[config.mk]
export PLATFORM = sky130hd
export DESIGN_NAME = add_arbiter
export DESIGN_NICKNAME = d
export VERILOG_FILES = /design/src/rtl/add_arbiter.sv
export SDC_FILE = /design/constraint.sdc
export NUM_CORES = 1
export LEC_CHECK = 0
export ABC_CLOCK_PERIOD_IN_PS = 5260
export BUFFER_PORTS_ARGS = -buffer_cell sky130_fd_sc_hd__buf_4
export CORE_ASPECT_RATIO = 0.5
export CORE_MARGIN = 5
export CORE_UTILIZATION = 54
export CTS_CLUSTER_DIAMETER = 200
export DETAILED_ROUTE_END_ITERATION = 10
export PLACE_DENSITY = 0.84
export SETUP_SLACK_MARGIN = 0.5
export SYNTH_ARGS = -nofsm -noshare
export SYNTH_HDL_FRONTEND = slang
export SYNTH_SLANG_ARGS = --single-unit
[constraint.sdc]
create_clock -name clock -period 5.26 [get_ports clock]
set_clock_uncertainty 0.15 [all_clocks]
set_input_delay 1.052 -clock clock [delete_from_list [all_inputs] [get_ports clock]]
set_output_delay 1.052 -clock clock [all_outputs]
set_load 0.01 [all_outputs]
[src/rtl/add_arbiter.sv]
// Round-robin arbiter sharing one 32-bit adder between requesters A and B.
// It captures the granted operands, waits HOLD_CYCLES, then registers the sum, the signed overflow and a done pulse.

module add_circuit #(
   parameter int WIDTH = 32
) (
   input  logic [WIDTH-1:0] i_a,
   input  logic [WIDTH-1:0] i_b,
   input  logic             i_cin,
   output logic [WIDTH-1:0] o_sum
);
   assign o_sum = i_a + i_b + {{(WIDTH-1){1'b0}}, i_cin};
endmodule

module add_arbiter #(
   parameter int WIDTH       = 32,
   parameter int HOLD_CYCLES = 1
) (
   input  logic             clock,
   input  logic             reset_n,
   input  logic             req_a,
   input  logic [WIDTH-1:0] a_opa,
   input  logic [WIDTH-1:0] a_opb,
   input  logic             req_b,
   input  logic [WIDTH-1:0] b_opa,
   input  logic [WIDTH-1:0] b_opb,
   output logic             gnt_a,
   output logic             gnt_b,
   output logic             done_a,
   output logic             done_b,
   output logic [WIDTH-1:0] result,
   output logic             overflow,
   output logic             busy
);
   typedef enum logic [1:0] {S_IDLE, S_CALC, S_OUT} state_t;

   localparam logic [2:0] CNT_LOAD = 3'(HOLD_CYCLES);

   state_t           r_state, w_state_nxt;
   logic [2:0]       r_cnt, w_cnt_nxt;
   logic             r_ptr_b, w_ptr_nxt;   // 1: B wins the next tie
   logic             r_owner_b;
   logic             w_grant_a, w_grant_b, w_capture;
   logic [WIDTH-1:0] r_opa, r_opb, w_sum;
   logic             w_overflow;
   logic             r_gnt_a, r_gnt_b, r_done_a, r_done_b, r_busy, r_overflow;
   logic [WIDTH-1:0] r_result;

   add_circuit #(.WIDTH(WIDTH)) u_add (
      .i_a   (r_opa),
      .i_b   (r_opb),
      .i_cin (1'b0),
      .o_sum (w_sum)
   );

   assign w_overflow = (r_opa[WIDTH-1] == r_opb[WIDTH-1]) && (w_sum[WIDTH-1] != r_opa[WIDTH-1]);

   // NOTE: every signal gets a default before the case so no path leaves one unassigned (no latch).
   always_comb begin
      w_state_nxt = r_state;
      w_cnt_nxt   = r_cnt;
      w_ptr_nxt   = r_ptr_b;
      w_grant_a   = 1'b0;
      w_grant_b   = 1'b0;
      w_capture   = 1'b0;
      case (r_state)
         S_IDLE: begin
            if (req_a && req_b) begin
               w_grant_a = !r_ptr_b;
               w_grant_b = r_ptr_b;
               w_ptr_nxt = !r_ptr_b;
            end else begin
               w_grant_a = req_a;
               w_grant_b = req_b;
            end
            if (req_a || req_b) begin
               w_state_nxt = S_CALC;
               w_cnt_nxt   = CNT_LOAD;
            end
         end
         S_CALC: begin
            w_cnt_nxt = r_cnt - 3'd1;
            if (r_cnt <= 3'd1) begin
               w_capture   = 1'b1;
               w_state_nxt = S_OUT;
            end
         end
         S_OUT:   w_state_nxt = S_IDLE;
         default: w_state_nxt = S_IDLE;
      endcase
   end

   // NOTE: the operand latches carry no reset; they are always loaded at grant, before the adder output is used.
   always_ff @(posedge clock) begin
      if (w_grant_a || w_grant_b) begin
         r_opa <= w_grant_b ? b_opa : a_opa;
         r_opb <= w_grant_b ? b_opb : a_opb;
      end
   end

   always_ff @(posedge clock) begin
      if (!reset_n) begin
         r_state    <= S_IDLE;
         r_cnt      <= '0;
         r_ptr_b    <= 1'b0;
         r_owner_b  <= 1'b0;
         r_gnt_a    <= 1'b0;
         r_gnt_b    <= 1'b0;
         r_done_a   <= 1'b0;
         r_done_b   <= 1'b0;
         r_busy     <= 1'b0;
         r_result   <= '0;
         r_overflow <= 1'b0;
      end else begin
         r_state  <= w_state_nxt;
         r_cnt    <= w_cnt_nxt;
         r_ptr_b  <= w_ptr_nxt;
         if (w_grant_a || w_grant_b) r_owner_b <= w_grant_b;
         r_gnt_a  <= w_grant_a;
         r_gnt_b  <= w_grant_b;
         r_done_a <= w_capture && !r_owner_b;
         r_done_b <= w_capture && r_owner_b;
         r_busy   <= (w_state_nxt != S_IDLE);
         if (w_capture) begin
            r_result   <= w_sum;
            r_overflow <= w_overflow;
         end
      end
   end

   assign gnt_a    = r_gnt_a;
   assign gnt_b    = r_gnt_b;
   assign done_a   = r_done_a;
   assign done_b   = r_done_b;
   assign busy     = r_busy;
   assign result   = r_result;
   assign overflow = r_overflow;
endmodule

Word level (Yosys, flattened, before mapping)

Cells that the tools add are included.
W data, S select, Z words.

Register bits: 109
Word-level logic and storage cells: 46

Muxes and demuxes: 13
Order comparisons: 1
Reductions and logical operators: 13
Eq/ne operators: 4
Add/sub/neg operators: 2

Operators by type and width:

| cell                  | number |
|---|---|
| $mux W32              | 2 |
| $add A32 B32 Y32      | 1 |
| $mux W1               | 6 |
| $pmux W3 S2           | 1 |
| $logic_and A1 B1 Y1   | 4 |
| $mux W2               | 2 |
| $pmux W2 S2           | 1 |
| $reduce_and A2 Y1     | 2 |
| $reduce_bool A2 Y1    | 2 |
| $le A3 B1 Y1 const B  | 1 |
| $mux W3               | 1 |
| $sub A3 B1 Y3 const B | 1 |
| $eq A2 B1 Y1 const B  | 1 |
| $logic_not A1 Y1      | 2 |
| $logic_not A2 Y1      | 1 |
| $logic_or A1 B1 Y1    | 2 |
| $ne A2 B2 Y1 const B  | 1 |
| $eq A1 B1 Y1          | 1 |
| $ne A1 B1 Y1          | 1 |

Longest topological paths before layout

Gate-level depths: netlist (run 1).

Depth after elaboration: 4
Depth in mapped cells: 10

Cells and area by module

A second synthesis (run 1) with hierarchy kept.

Cell total of the unflattened synthesis: 561
Area, all modules: 6,226.0 µm²

Modules (own cells, without submodules):

| module      | area each (µm²) | cells an instance | times used | seq. area each (µm²) |
|---|---|---|---|---|
| add_arbiter | 4,574.4         | 332               | 1          | 2,822.7 |
| add_circuit | 1,651.6         | 229               | 1          | 0.0 |

Worst setup path after synthesis (run 1)

OpenSTA, ideal clock, no wires.

Path type: input to register
Start: in req_b
End: reg r_opa[0], enable pin
Library setup time: 0.419 ns
Path slack: 2.217 ns
Arrival: 2.474 ns
Stages: 2
Cells stage by stage: o21ai_1 -> inv_1

Cells in the longest elaborated chain, start to end: 4
Elaborated cells between the ends (all ways): 6
Classes of those cells: mux (4); reduce/logical (2)

RTL lines:

| what                 | RTL line | source |
|---|---|---|
| start, declared      | 24       | `input logic req_b,` |
| $logic_and A1 B1 Y1  | 68       | `if (req_a && req_b) begin` |
| $mux W1              | 68       |  |
| $mux W1              | 66       | `case (r_state)` |
| $logic_or A1 B1 Y1 * | 95       | `if (w_grant_a \|\| w_grant_b) begin` |
| end signal, assigned | 96       | `r_opa <= w_grant_b ? b_opa : a_opa;` |
| end, declared        | 44       | `logic [WIDTH-1:0] r_opa, r_opb, w_sum;` |

Every way passes the cells marked *; elsewhere a longest branch is shown, timed or not.
A chain may end at the register's enable or synchronous reset.

Worst setup path after layout (run 1)

Start: reg r_opa[0]
End: reg r_result[26] (netlist: result[26])

Cells in the longest elaborated chain, start to end: 1

RTL lines:

| what                 | RTL line | source |
|---|---|---|
| $add A32 B32 Y32     | 12       | `assign o_sum = i_a + i_b + {{(WIDTH-1){1'b0}}, i_cin};` |
| end signal, assigned | 125      | `r_result <= w_sum;` |
| end, declared        | 47       | `logic [WIDTH-1:0] r_result;` |

Every way passes these cells.

==> implementation parameters, run 1 <==
Parameter                              Value

Outcome
  Outcome ... completed

Detailed routing
  Antenna Violating Nets Remaining ... 0
  Via-per-instance ratio ... 5.659
  Aggregate routed wire length ... 14890 um
  Initial DRC count ... 322
  Remaining design rule violation count ... 0
  Via Count ... 4918
  Mean routed wirelength per cell ... 17.14 um
  First drt pass iteration count ... 5

Power
  Fraction of power spent switching nets ... 33.35%
  Total power after layout ... 2.813 mW
  Worst-case vdd ir drop ... 0.0001963 V
  Static leakage power ... 3.304 nW
  Part of the total power dissipated in sequential elements ... 39.6%
  Total internal power ... 1.875 mW
  Power share of the clock group ... 23.5%
  Power dissipated by switching net loads ... 0.9382 mW
  Part of the power in combinational logic ... 36.9%
  Pwr per Cell Area ... 366.6 mW/mm^2

Finish
  Diodes inserted ... 0
  Fraction of layout instances using a drive strength above 1 ... 37.71%
  Utilization after layout ... 70.32%
  Layout overhead on the synthesized area ... 28.01%
  Fin nets ... 885

Synth
  Synth Register Bits ... 109
  Number of flops mapped to enable cells by yosys ... 64
  Flip-flop cell with the highest count after synthesis ... sky130_fd_sc_hd__edfxtp_1
  Avg Inst Size Synth ... 10.76 um^2
  Post-synthesis async set-or-reset flop share ... 0%
  Portion of synthesized cell area occupied by the leading cell type ... 32.06%
  Synthesized instance count ... 557
  Synth area leader ... sky130_fd_sc_hd__edfxtp_1
  Synth unique cells ... 57
  Commonest cells post-synth ... 64 x sky130_fd_sc_hd__edfxtp_1, 64 x sky130_fd_sc_hd__mux2_2, 63 x sky130_fd_sc_hd__nand2_1
  Post-synthesis sequential area ratio ... 47.09%
  Netlist area before placement ... 0.005994 mm^2
  Mapped Nets ... 723
  Top post-synthesis cells by area ... sky130_fd_sc_hd__edfxtp_1 32%, sky130_fd_sc_hd__dfxtp_1 15%, sky130_fd_sc_hd__mux2_2 12%
  Ys Warns ... 0

CTS
  TritonCTS clock tree ... yes
  Buffer type at the clock tree root ... sky130_fd_sc_hd__clkbuf_16
  Clock-pin slew on the worst setup and hold paths ... 70 ps
  Longest Clk Path Bufs ... 2
  Clock latency reported for the late side of the worst-skew pair ... 350 ps
  H-Tree Level Count ... 3
  Number of CTS-inserted buffers ... 9
  Clock sinks ... 109
  Count of hold buffers inserted by post-cts repair ... 0
  Number of post-CTS setup repair buffers ... 0
  Number of gates resized after CTS ... 0

Setup path
  Depth of the most critical reg-to-reg path ... 10
  Reg-to-Reg Start ... r_opa[0]
  Required time at the endpoint of the critical path ... 5330 ps
  Longest individual stage delay on the worst path ... 410 ps
  Category of the critical setup timing path ... register to register
  Worst setup path endpoint ... result[26]
  Cell breakdown of the critical path ... ha_1 > fa_1 > a21o_1 > a221oi_2 > o21ai_2 > o211ai_2 > o311ai_4 > a21boi_2 > xor2_1 > a211oi_2
  Sort of element at the start of the critical path ... register
  CP max FO ... 4
  End of the worst register-to-register path ... result[26]
  Worst R2R Setup Slack ... 2230 ps
  Standard cell with the maximum stage delay on the critical path ... sky130_fd_sc_hd__fa_1
  Crit. Startpoint ... r_opa[0]
  Data arrival time of the critical path ... 3100 ps
  Kind of end point of the critical path ... register

Floorplanning
  IO Count ... 170
  Die Outline Area ... 0.01344 mm^2
  Floorplan Core Area ... 0.01091 mm^2
  Initial cell density of the core ... 54.94%
  Cell row count ... 27
  Die X ... 159 um
  Vertical die dimension ... 84.50 um

STA
  Setup repair after global routing missed its margin ... no
  Final-layout setup total negative slack ... 0 ps
  Worst-margin pin slew ... 925.4 ps
  Remaining max-slew budget at the tightest pin ... 38.30%
  PnR worst setup slack ... 2227 ps
  Final Max Slew Viols ... 0
  Period utilization ... 57.67%
  Fmax ... 0.3297 GHz
  Shortest clock period the worst path allows after layout ... 3033 ps
  Setup-failing EPs final ... 0
  Number of hold-slack violations in the final timing report ... 0

Placed design
  DP HPWL ... 11220 um
  Worst slack at placement ... 2257 ps
  Buffers added on ports ... 169
  Global placement routability congestion ... 0.8906

Global routing
  Total gr overflow ... 0
  Via count of the first global-routing pass ... 4944
  All-layer global routing usage ... 21.87%
  First-pass GRT wire length ... 24340 um
  Antenna violations before repair ... 0
  Maximum number of pins on one net before global-route repair ... 67

Hold path
  Launch instance of the worst min-delay path ... r_owner_b
  Type of the most critical hold path ... register to register

Run
  Number of max-capacitance violations reported ... 0
==> through the flow <==
step	std cells	instance area [um^2]	hold WS (ps)
floorplan	557	5995	256.4
global placement	853	7390	265.5
detailed placement	853	7390	277.7
CTS	869	7674	289.3
global route	869	7674	329.4
finish	869	7674	291.4
==> layout by cell type, fill, tap and decap left out, types with 13 or more instances in the layout <==
cell | netlist | final
sky130_fd_sc_hd__a21o_1 | 25 | 25
sky130_fd_sc_hd__a21oi_1 | 48 | 48
sky130_fd_sc_hd__buf_4 | 2 | 173
sky130_fd_sc_hd__dfxtp_1 | 45 | 45
sky130_fd_sc_hd__edfxtp_1 | 64 | 64
sky130_fd_sc_hd__ha_1 | 33 | 33
sky130_fd_sc_hd__mux2_2 | 64 | 64
sky130_fd_sc_hd__nand2_1 | 63 | 63
sky130_fd_sc_hd__nand3_1 | 19 | 18
sky130_fd_sc_hd__nor2_1 | 32 | 31
sky130_fd_sc_hd__o21ai_0 | 17 | 17
sky130_fd_sc_hd__xnor2_1 | 13 | 13
==> flip-flops by register name (all words and copies together), names as in the netlist <==
register   flops
done_b         1
result        32
r_state        2
gnt_b          1
overflow       1
r_opa         32
r_opb         32
gnt_a          1
busy           1
r_cnt          3
done_a         1
r_owner_b      1
r_ptr_b        1
==> layer usage <==
layer / GRT usage (%) / routed length [um]
met1: 27.33 / 6406
met2: 39.18 / 7516
met3: 4.414 / 748
met4: 5.573 / 222
met5: 0 / 0
==> final cells by class <==
type / instances / area, um^2
clock buffer: 11 / 252.7
fill: 818 / 3238
clock inverter: 5 / 31.28
sequential: 109 / 2823
inverter: 7 / 26.28
multi-input combinational: 419 / 3060
tap: 145 / 181.4
timing repair buffer: 173 / 1299
==> power by group through the flow <==
stage,Sequential (mW),Clock (mW),Combinational (mW)
floorplan,1.14,0,0.685
global placement,1.13,0,0.999
finish,1.11,0.662,1.04
detailed placement,1.13,0,1.02
global route,1.13,0.711,1.14
CTS,1.12,0.669,1.03
==> worst max-delay path, delay by kind of cell, from the launching register on <==
family	cells	cell delay [ps]
AOI/OAI and AO/OA	7	1450
xor gates and xnor gates	1	260
adders and majority gates	2	650
DFF	1	380
==> cells by family (layout without fill, tap and decap cells) <==
group / Yosys count / after routing / share of synthesized area [%]
mux: 66 / 66 / 12.36
xor+xnor: 24 / 24 / 3.507
compound gates: 141 / 141 / 15.82
flops: 109 / 109 / 47.09
fa+ha+maj: 34 / 34 / 7.222
buf+inv: 29 / 196 / 2.108
simple gates: 154 / 154 / 11.90
==> how the worst min path moves through the flow <==
stage	endpoint	slack [ps]	cells after the start
6_report	done_a	290	1
5_1_grt	done_a	330	1
4_1_cts	done_a	290	1
3_5_place_dp	done_a	280	1
3_3_place_gp	done_a	270	1
2_1_floorplan	done_a	260	1
(Power assumes the default switching activity.)
==> run 2, diff against run 1 <==
--- a/config.mk
+++ b/config.mk
@@ -5,14 +5,15 @@
 export SDC_FILE = /design/constraint.sdc
 export NUM_CORES = 1
 export LEC_CHECK = 0
-export ABC_CLOCK_PERIOD_IN_PS = 5260
+export ABC_AREA = 1
+export ABC_CLOCK_PERIOD_IN_PS = 2600
 export BUFFER_PORTS_ARGS = -buffer_cell sky130_fd_sc_hd__buf_4
 export CORE_ASPECT_RATIO = 0.5
 export CORE_MARGIN = 5
-export CORE_UTILIZATION = 54
+export CORE_UTILIZATION = 49
 export CTS_CLUSTER_DIAMETER = 200
 export DETAILED_ROUTE_END_ITERATION = 10
-export PLACE_DENSITY = 0.84
+export PLACE_DENSITY = 0.79
 export SETUP_SLACK_MARGIN = 0.5
 export SYNTH_ARGS = -nofsm -noshare
 export SYNTH_HDL_FRONTEND = slang
==> constraint.sdc (replaced) <==
create_clock -name clock -period 2.6 [get_ports clock]
set_clock_uncertainty 0.15 [all_clocks]
set_input_delay 0.52 -clock clock [delete_from_list [all_inputs] [get_ports clock]]
set_output_delay 0.52 -clock clock [all_outputs]
set_load 0.01 [all_outputs]
==> run 2 against run 1 <==
Compared with the run above: non-clock buffer count rose by 10; highest routed layer unchanged; worst hold slack hardly changed; critical endpoint is now result[24]; critical path depth is 4 higher.
==> implementation parameters, run 2 <==
Parameter                              Value

Outcome
  Outcome ... completed

Synth
  Synthesized instance count ... 855
  Flip-flop cell with the highest count after synthesis ... sky130_fd_sc_hd__edfxtp_1
  Mapped Nets ... 1021
  Synth area leader ... sky130_fd_sc_hd__edfxtp_1
  XOR/XNOR share of the synthesized area ... 1.804%
  Area fraction in compound gates after synthesis ... 4.843%
  Most common cell in the netlist ... sky130_fd_sc_hd__nand2_1
  Commonest cells post-synth ... 242 x sky130_fd_sc_hd__nand2_1, 146 x sky130_fd_sc_hd__inv_1, 104 x sky130_fd_sc_hd__nor2_1
  Ys Warns ... 0
  Number of flops mapped to enable cells by yosys ... 64
  Portion of synthesized cell area occupied by the leading cell type ... 28.28%
  Synth Area in Adders ... 6.371%
  Post-synthesis sequential area ratio ... 41.54%
  Combinational family with the most area after synthesis ... simple AND/OR/NAND/NOR gates
  Simple-gate share of the synthesized area ... 24.49%
  Multiplexer share of the synthesized area ... 10.61%
  Netlist area before placement ... 0.006795 mm^2
  Synth Register Bits ... 109
  Avg Inst Size Synth ... 7.948 um^2
  Top post-synthesis cells by area ... sky130_fd_sc_hd__edfxtp_1 28%, sky130_fd_sc_hd__nand2_1 13%, sky130_fd_sc_hd__dfxtp_1 13%
  Synth unique cells ... 39
  Post-synthesis async set-or-reset flop share ... 0%

Floorplanning
  Initial cell density of the core ... 50.15%
  Vertical die dimension ... 93.27 um
  Die Outline Area ... 0.01647 mm^2
  Floorplan Core Area ... 0.01355 mm^2
  IO Count ... 170
  Cell row count ... 30
  Die X ... 176.5 um

Setup path
  End of the worst register-to-register path ... result[24]
  CP max FO ... 4
  Depth of the most critical reg-to-reg path ... 14
  Crit. Startpoint ... r_opa[0]
  Worst R2R Setup Slack ... 470 ps
  Worst setup path endpoint ... result[24]
  Reg-to-Reg Start ... r_opa[0]
  Category of the critical setup timing path ... register to register
  Required time at the endpoint of the critical path ... 2700 ps
  Kind of end point of the critical path ... register
  Sort of element at the start of the critical path ... register
  Data arrival time of the critical path ... 2230 ps

CTS
  Clock latency reported for the late side of the worst-skew pair ... 340 ps
  Buffer type at the clock tree root ... sky130_fd_sc_hd__clkbuf_16
  Clock sinks ... 109
  H-Tree Level Count ... 3
  Number of CTS-inserted buffers ... 9
  Longest Clk Path Bufs ... 2
  Clock-pin slew on the worst setup and hold paths ... 80 ps
  TritonCTS clock tree ... yes

Detailed routing
  Initial DRC count ... 401
  Mean routed wirelength per cell ... 14.75 um
  Via-per-instance ratio ... 4.860
  Remaining design rule violation count ... 0
  First drt pass iteration count ... 5
  Aggregate routed wire length ... 18110 um
  Via Count ... 5968
  Antenna Violating Nets Remaining ... 0

Finish
  Fin nets ... 1197
  Layout overhead on the synthesized area ... 32.70%
  Utilization after layout ... 66.55%
  Commonest cells after routing, fill and taps aside ... 219 x sky130_fd_sc_hd__nand2_1, 182 x sky130_fd_sc_hd__buf_4, 145 x sky130_fd_sc_hd__inv_1, 92 x sky130_fd_sc_hd__nor2_1, 64 x sky130_fd_sc_hd__edfxtp_1
  Diodes inserted ... 0
  Fraction of layout instances using a drive strength above 1 ... 34.27%
  Number of standard cells in the final layout excluding fillers ... 1228
  Filler cell count ... 1115
  Leading cell type in the layout, fill and taps excluded ... sky130_fd_sc_hd__nand2_1

Global routing
  First-pass GRT wire length ... 28030 um
  Global Route met1 Usage ... 28.28%
  Met2 usage in global routing ... 36.81%
  Via count of the first global-routing pass ... 5860
  Met3 GRT Util ... 3.271%
  Busiest layer in global routing ... met2
  Total gr overflow ... 0
  All-layer global routing usage ... 21.27%
  Antenna violations before repair ... 0
  Maximum number of pins on one net before global-route repair ... 50

Power
  Static leakage power ... 4.440 nW
  Worst-case vdd ir drop ... 0.0004190 V
  Pwr per Cell Area ... 720.0 mW/mm^2

Placed design
  Global placement routability congestion ... 0.8572
  Inst Count DP ... 1204
  DP HPWL ... 14180 um
  Buffers added on ports ... 169

STA
  Final Max Slew Viols ... 0
  Number of hold-slack violations in the final timing report ... 0
  Worst-margin pin slew ... 574.5 ps
  Shortest clock period the worst path allows after layout ... 2126 ps
  Setup repair after global routing missed its margin ... yes
  Period utilization ... 81.75%
  Remaining max-slew budget at the tightest pin ... 61.70%
  Fmax ... 0.4705 GHz
  Setup-failing EPs final ... 0
  Final-layout setup total negative slack ... 0 ps

Run
  Number of max-capacitance violations reported ... 0

Hold path
  Type of the most critical hold path ... register to register
  Worst hold stages ... 1
run 2: changes by cell type after synthesis, sizes merged, moves of 8 or more:
cell,before,now
a21o,25,1
a21oi,48,29
buf,5,15
clkbuf,17,3
inv,7,147
nand2,63,250
nand2b,9,0
nand3,19,37
nor2,32,109
xnor2,13,5
run 2: layer usage:
metal / vias to the layer above / share of wire, %
met3: 28 / 5.8
li1: 3049 / -
met5: - / 0
met2: 170 / 47
met4: 0 / 1.8
met1: 2721 / 45
run 2: area by class of cell:
type / instances / area, um^2 / share of cell area, %
Inverter: 147 / 555.5 / 6.161
Multi-Input combinational cell: 581 / 3719 / 41.24
Sequential cell: 109 / 2823 / 31.30
Timing Repair Buffer: 183 / 1386 / 15.37
Clock buffer: 9 / 225.2 / 2.498
Clock inverter: 7 / 68.82 / 0.7631
Tap cell: 192 / 240.2 / 2.664
run 2: through the flow:
stage	total power [mW]	worst slack, ps	hold slack [ps]	area, um^2
after detailed placement	4.787	253.0	283.9	8244
after floorplan	3.963	399.6	251.1	6815
after global routing	6.926	388.5	303.1	9017
after CTS	6.204	476.3	299.9	8621
final	6.492	474.5	291.4	9017
after global placement	4.742	317.7	266.2	8244
run 2: worst min path at each step:
stage	startpoint	to	slack, ps
final	r_owner_b	done_a	290
after global routing	b_opa[25]	r_opa[25]	300
after CTS	r_owner_b	done_a	300
after detailed placement	r_owner_b	done_a	280
after global placement	r_owner_b	done_a	270
after floorplan	r_owner_b	done_a	250
run 2: critical path, cell delays in order, from the launching register on:
cell,delay [ps]
sky130_fd_sc_hd__edfxtp_1,390
sky130_fd_sc_hd__ha_2,210
sky130_fd_sc_hd__fa_2,370
sky130_fd_sc_hd__nand3_2,100
sky130_fd_sc_hd__nand3_4,90
sky130_fd_sc_hd__nand2_2,90
sky130_fd_sc_hd__nand2_2,70
sky130_fd_sc_hd__nand2_2,90
sky130_fd_sc_hd__nand2_4,70
sky130_fd_sc_hd__nand2_2,60
sky130_fd_sc_hd__nand2_1,50
sky130_fd_sc_hd__nand2_1,70
sky130_fd_sc_hd__nand3_2,100
sky130_fd_sc_hd__nand2_1,90
sky130_fd_sc_hd__inv_1,30
run 2: repair_timing:
action	4_1_cts	5_1_grt
pin swaps	7	18
hold endpoints to repair	0	0
setup buffers	3	5
gates resized for setup	17	76
hold buffers	0	0
setup endpoints to repair	13	24
run 2: cells by family after synthesis:
family	count (synthesis)
muxes	64
xor gates and xnor gates	14
DFF	109
AOI/OAI and AO/OA	61
adders and majority gates	34
buffers and inverters	165
and+or+nand+nor	408
run 2: power breakdown:
group,internal (mW),switching (mW),total (mW),leakage (nW)
Clock,0.677,0.689,1.37,0.143
Combinational,1.18,1.63,2.81,3.30
Sequential,2.16,0.159,2.32,0.996
Total,4.02,2.47,6.49,4.44
